## src/rtl/cu_pkg.sv

```systemverilog
// Shared types and instruction-field constants for the control unit and its PC.
// Optional jump support is selected in control_unit by the CU_JUMP_EN macro.
package cu_pkg;

    typedef enum logic [2:0] {
        S_INIT   = 3'd0,
        S_FETCH  = 3'd1,
        S_DECODE = 3'd2,
        S_EXEC   = 3'd3,
        S_EXEC2  = 3'd4,
        S_HALT   = 3'd5
    } state_t;

    localparam logic [3:0] OP_NOOP  = 4'b0000;
    localparam logic [3:0] OP_LOAD  = 4'b0001;
    localparam logic [3:0] OP_STORE = 4'b0010;
    localparam logic [3:0] OP_HALT  = 4'b0011;
    localparam logic [3:0] OP_JUMP  = 4'b0100;

    // Bit positions within the 16-bit instruction word.
    localparam int F_OP_LSB    = 12;
    localparam int F_DADDR_LSB = 4;
    localparam int F_MREG_LSB  = 0;
    localparam int F_W_LSB     = 8;
    localparam int F_A_LSB     = 4;
    localparam int F_B_LSB     = 0;

    function automatic logic is_alu_op(input logic [3:0] op);
        return op[3];
    endfunction

    function automatic logic is_rsvd_class(input logic [3:0] op);
        return (op[3:2] == 2'b01);
    endfunction

endpackage

```

## src/rtl/pc_counter.sv

```systemverilog
// Program counter: increments (wrapping) or loads a jump target; load wins over increment.
// Asynchronously cleared to 0 by rst_n.
module pc_counter #(
    parameter int W = 7
) (
    input  logic         clk,
    input  logic         rst_n,
    input  logic         i_inc,
    input  logic         i_load,
    input  logic [W-1:0] i_load_val,
    output logic [W-1:0] o_pc
);

    logic [W-1:0] r_pc;

    always_ff @(posedge clk or negedge rst_n) begin
        if (!rst_n) begin
            r_pc <= '0;
        end else if (i_load) begin
            r_pc <= i_load_val;
        end else if (i_inc) begin
            r_pc <= r_pc + 1'b1;
        end
    end

    assign o_pc = r_pc;

endmodule

```

## src/rtl/control_unit.sv

```systemverilog
// Fetch/decode/execute sequencer driving the datapath control inputs until HALT.
// Build with CU_JUMP_EN defined to make opcode 0100 a PC-load jump instead of reserved.
import cu_pkg::*;

module control_unit #(
    parameter int INSTR_W  = 16,
    parameter int I_ADDR_W = 7,
    parameter int D_ADDR_W = 8,
    parameter int R_ADDR_W = 4
) (
    input  logic                clk,
    input  logic                rst_n,
    input  logic [INSTR_W-1:0]  I_data,
    output logic [I_ADDR_W-1:0] I_addr,
    output logic [D_ADDR_W-1:0] D_addr,
    output logic                D_wr,
    output logic [R_ADDR_W-1:0] RF_W_addr,
    output logic [R_ADDR_W-1:0] RF_A_addr,
    output logic [R_ADDR_W-1:0] RF_B_addr,
    output logic                RF_W_en,
    output logic                RF_s,
    output logic [3:0]          ALU_sel,
    output logic                halted,
    output logic                illegal
);

    state_t                r_state;
    state_t                w_next;
    logic [INSTR_W-1:0]    r_ir;
    logic                  r_illegal;
    logic [I_ADDR_W-1:0]   w_pc;
    logic                  w_pc_inc;
    logic                  w_pc_load;
    logic                  w_is_jump;
    logic                  w_is_rsvd;
    logic [3:0]            w_op;
    logic [D_ADDR_W-1:0]   w_daddr;
    logic [R_ADDR_W-1:0]   w_mreg;
    logic [R_ADDR_W-1:0]   w_wreg;
    logic [R_ADDR_W-1:0]   w_areg;
    logic [R_ADDR_W-1:0]   w_breg;

    assign w_op    = r_ir[F_OP_LSB +: 4];
    assign w_daddr = r_ir[F_DADDR_LSB +: D_ADDR_W];
    assign w_mreg  = r_ir[F_MREG_LSB +: R_ADDR_W];
    assign w_wreg  = r_ir[F_W_LSB +: R_ADDR_W];
    assign w_areg  = r_ir[F_A_LSB +: R_ADDR_W];
    assign w_breg  = r_ir[F_B_LSB +: R_ADDR_W];

`ifdef CU_JUMP_EN
    assign w_is_jump = (w_op == OP_JUMP);
`else
    assign w_is_jump = 1'b0;
`endif

    // Anything in the 01xx class that is not an enabled jump behaves as NOOP and flags illegal.
    assign w_is_rsvd = is_rsvd_class(w_op) && !w_is_jump;

    assign w_pc_inc  = (r_state == S_FETCH);
    assign w_pc_load = (r_state == S_EXEC) && w_is_jump;

    pc_counter #(
        .W(I_ADDR_W)
    ) u_pc (
        .clk        (clk),
        .rst_n      (rst_n),
        .i_inc      (w_pc_inc),
        .i_load     (w_pc_load),
        .i_load_val (r_ir[I_ADDR_W-1:0]),
        .o_pc       (w_pc)
    );

    always_ff @(posedge clk or negedge rst_n) begin
        if (!rst_n) begin
            r_state   <= S_INIT;
            r_ir      <= '0;
            r_illegal <= 1'b0;
        end else begin
            r_state <= w_next;
            if (r_state == S_DECODE) begin
                r_ir <= I_data;
            end
            if ((r_state == S_EXEC) && w_is_rsvd) begin
                r_illegal <= 1'b1;
            end
        end
    end

    always_comb begin
        w_next    = r_state;
        D_addr    = '0;
        D_wr      = 1'b0;
        RF_W_addr = '0;
        RF_A_addr = '0;
        RF_B_addr = '0;
        RF_W_en   = 1'b0;
        RF_s      = 1'b0;
        ALU_sel   = 4'h0;
        halted    = 1'b0;

        case (r_state)
            S_INIT:   w_next = S_FETCH;
            S_FETCH:  w_next = S_DECODE;
            S_DECODE: w_next = S_EXEC;
            S_EXEC: begin
                w_next = S_FETCH;
                if (is_alu_op(w_op)) begin
                    ALU_sel   = {1'b0, w_op[2:0]};
                    RF_W_addr = w_wreg;
                    RF_A_addr = w_areg;
                    RF_B_addr = w_breg;
                    RF_W_en   = 1'b1;
                end else begin
                    case (w_op)
                        OP_LOAD: begin
                            // Memory read data arrives next cycle; the write happens in EXEC2.
                            D_addr    = w_daddr;
                            RF_W_addr = w_mreg;
                            w_next    = S_EXEC2;
                        end
                        OP_STORE: begin
                            D_addr    = w_daddr;
                            RF_A_addr = w_mreg;
                            D_wr      = 1'b1;
                        end
                        OP_HALT: w_next = S_HALT;
                        default: ;
                    endcase
                end
            end
            S_EXEC2: begin
                D_addr    = w_daddr;
                RF_W_addr = w_mreg;
                RF_s      = 1'b1;
                RF_W_en   = 1'b1;
                w_next    = S_FETCH;
            end
            S_HALT: begin
                halted = 1'b1;
                w_next = S_HALT;
            end
            default: w_next = S_INIT;
        endcase
    end

    assign I_addr  = w_pc;
    assign illegal = r_illegal;

endmodule

```

## config.mk

```make
export PLATFORM = sky130hd
export DESIGN_NAME = control_unit
export DESIGN_NICKNAME = d
export VERILOG_FILES = /design/src/rtl/cu_pkg.sv /design/src/rtl/pc_counter.sv /design/src/rtl/control_unit.sv
export SDC_FILE = /design/constraint.sdc
export NUM_CORES = 1
export LEC_CHECK = 0
export CAP_MARGIN = 20
export CORE_ASPECT_RATIO = 0.75
export CORE_MARGIN = 4
export CORE_UTILIZATION = 35
export DETAILED_ROUTE_END_ITERATION = 10
export PLACE_DENSITY_LB_ADDON = 0.08
export SYNTH_ARGS = -nofsm -noshare
export SYNTH_HDL_FRONTEND = slang
export SYNTH_SLANG_ARGS = --single-unit
```

## constraint.sdc

```tcl
create_clock -name clk -period 3.7 [get_ports clk]
set_clock_uncertainty 0.05 [all_clocks]
set_input_delay 1.11 -clock clk [delete_from_list [all_inputs] [get_ports clk]]
set_output_delay 1.11 -clock clk [all_outputs]
set_load 0.01 [all_outputs]
```

==> summary.md <==
| Metric | Value |
|---|---|
| Status | finished clean |
| # IOs | 54 |
| Cell variety after synth | 36 |
| Core area | between 3000 and 4000 µm² |
| Initial antenna violation count | 0 |
| Multi-input gate area | roughly 680 µm² |
| Compound-cell area share of the yosys netlist | 0.110 |
| CTS resizes | 0 |
| DR iter-0 viols | 34 |
| Leak pwr | 0.800 nW |
| Register area | between 600 and 700 µm² |
| Post-route ant nets | 0 |
| Slew headroom | 0.647 |
| Syn Std Cell Area | approximately 1400 µm² |
| First-pass GRT wire length | 5840 µm |
| Cell row count | 19 |
| RSZ-0062 raised after global routing | no |
| Vias after detailed routing | about 1.1k |
| Sequential power share | 0.384 |
| Mapped Nets | approximately 130 |
| Synth Area per Inst | between 10 and 15 µm² |
| Post-synth EDFFs | 0 |
| Pwr dens | between 700 and 800 nW/µm² |
| Clk buf depth | 2 |
| WL final | roughly 3500 µm |
| CTS Hold Bufs | 0 |
| Filler instances | roughly 350 |
| Setup CP Type | reg2out |
| Most used DFF post-synth | dfrtp_1 |
| CP endpoint kind | output port |
| Tmin final | about 3.6 ns |
| XOR/XNOR Fraction of Synth Area | 0.0436 |
| Vias in the first global route | approximately 1.2k |
| Synth Register Bits | 27 |
| Final hold violation count | 0 |
| Post-CTS setup buffer count | 0 |
| Net Switching | ~0.00061 W |
| Post-Synth Adder-Cell Area | 0.00890 |
| Post-layout util | 0.541 |
| Worst path required time | 2.54 ns |
| Synth top area share | 0.481 |
| TritonCTS clock tree | done |
| Buffers on Ports | 52 |
| First drt pass iteration count | 4 |
| Final setup viols | 0 |
| Final setup TNS | 0 ns |
| Crit path max fanout | 9 |
| Most frequent cell after synthesis | dfrtp_1 |
| Post-synth ARST share | 1.00 |
| Max Slew Vio Count | 0 |
| Measured slew at the worst slew-check pin | ~0.53 ns |
| Max-Cap Viols | 0 |
| Diode count | 0 |
| Clock sinks | 27 |
| Initial Utilization | 0.374 |
| Post-Synth Simple-Gate Area | 0.197 |
| Number of CTS-inserted buffers | 3 |
| Min-Delay Path Class | reg2reg |
| Total GRT Usage | 0.148 |
| Crit path launch type | flip-flop |
| Worst skew pair latency | around 0.28 ns |
| Clock-pin slew on the worst setup and hold paths | 0.10 ns |
| Area leader, netlist | dfrtp_1 |
| Max VDD drop | between 0.3 and 0.4 mV |
| Nets | between 150 and 200 |
| Layout cells sized above 1 | 0.241 |
| Area contributors post-synth | dfrtp_1 (48%), mux2_2 (12%), nor2b_2 (5.0%), xnor2_1 (3.1%), and2_1 (2.7%) |
| Fmax | about 280 MHz |
| Sw Ratio | 0.380 |
| Crit path arrival time | around 2.4 ns |
| Period utilization | 0.962 |
| Clock power share | 0.107 |
| CTS H-tree depth | 1 |
| Largest net degree at the start of global routing | 28 |
| Top post-synthesis cells by count | dfrtp_1 (27), mux2_2 (15), nor2b_2 (8) |
| Die Wd | a little over 80 µm |
| Syn-to-layout area delta | 44.6% |
| Root buffer cell | clkbuf_8 |
| Die H | ~63 µm |
| Syn Inst Count | between 100 and 150 |
| Register area share after synthesis | 0.481 |
| Yosys warning count | 0 |
| Hpwl dp | between 2000 and 3000 µm |
| Post-synthesis mux area share | 0.120 |
| Comb pwr share | 0.509 |
| Remaining Overflow, GRT | 0 |
| Die area | 5100 µm² |
| DRC Markers | 0 |
| Wire per inst | 15.7 µm |
| RePlAce Congestion | 0.744 |
| Post-DR vias/cell | 4.90 |
| Int Pwr | between 0.0009 and 0.001 W |
| Largest family of logic cells by synthesized area | simple AND/OR/NAND/NOR gates |
-- kinds of logic after synthesis --
logic type | count (synthesis)
simple gates | 39
flops | 27
compound gates | 17
mux | 15
buf+inv | 8
xor+xnor | 7
fa+ha+maj | 1
other cells | 1
-- cell type report --
cell class                 count  area share
multi-input combinational     80       0.336
sequential                    27       0.333
timing repair buffer          56       0.271
tap                           52      0.0320
clock buffer                   3      0.0203
inverter                       3     0.00554
clock inverter                 1     0.00246
-- routing by layer --
metal	part of all wire	global-route usage	vias up
li1	-	-	520
met1	0.48	0.212	539
met2	0.45	0.209	27
met5	0	0	-
met4	0.0066	0.0380	0
met3	0.067	0.0533	2
-- placed cells by master (no fill, tap or decap), types with 2 or more instances in the layout --
cell / n
a22oi_1: 4
a22o_1: 4
nor2b_2: 8
nand4_1: 4
inv_1: 3
xnor2_1: 5
xor2_1: 2
and2_1: 6
o21ai_0: 3
buf_4: 4
nor3b_2: 2
clkdlybuf4s50_1: 52
nor2_1: 5
dfrtp_1: 27
a21oi_1: 2
clkbuf_8: 3
mux2_2: 15
nand2_1: 3
-- path summary, 6_finish.rpt --
check                           depth (start not counted)           end        from  slack, ns
worst min register to register                          1       illegal     illegal       0.42
max in group asynchronous                               2       illegal       rst_n       2.18
worst min-delay path                                    1       illegal     illegal       0.42
worst max-delay path                                    4  RF_W_addr[1]    r_ir[15]       0.14
min in group asynchronous                               2       r_ir[0]       rst_n       1.15
worst max register to register                          3       r_ir[9]  r_state[1]       1.93
-- critical path, stage by stage, from the launching register on --
cell	delay, ns
dfrtp_1	0.50
or4b_4	0.55
o31ai_4	0.34
a22o_1	0.19
clkdlybuf4s50_1	0.54
-- power by group through the flow --
stage / combinational, W / sequential [W] / clock (W)
detailed placement: 0.000823 / 0.000621 / 0
CTS: 0.000827 / 0.000615 / 0.000173
finish: 0.000816 / 0.000616 / 0.000171
global placement: 0.000814 / 0.000613 / 0
global route: 0.000885 / 0.000644 / 0.000184
floorplan: 0.000521 / 0.000571 / 0
-- state kept, by name, indices dropped and copies added (netlist names) --
name and cells:
illegal 1, r_ir 16, u_pc.o_pc 7, r_state 3
-- stage by stage --
step | instance area [µm²] | instances | total power [W] | hold slack (ns) | setup slack, ns
global placement | 1990 | 218 | 0.00143 | 0.411 | 0.463
CTS | 2030 | 222 | 0.00162 | 0.420 | 0.128
finish | 2030 | 222 | 0.00160 | 0.416 | 0.140
detailed placement | 1990 | 218 | 0.00144 | 0.398 | 0.453
global route | 2030 | 222 | 0.00171 | 0.450 | 0.0201
floorplan | 1410 | 115 | 0.00109 | 0.443 | 1.09
Note: power is estimated with default switching activity, not from simulation.
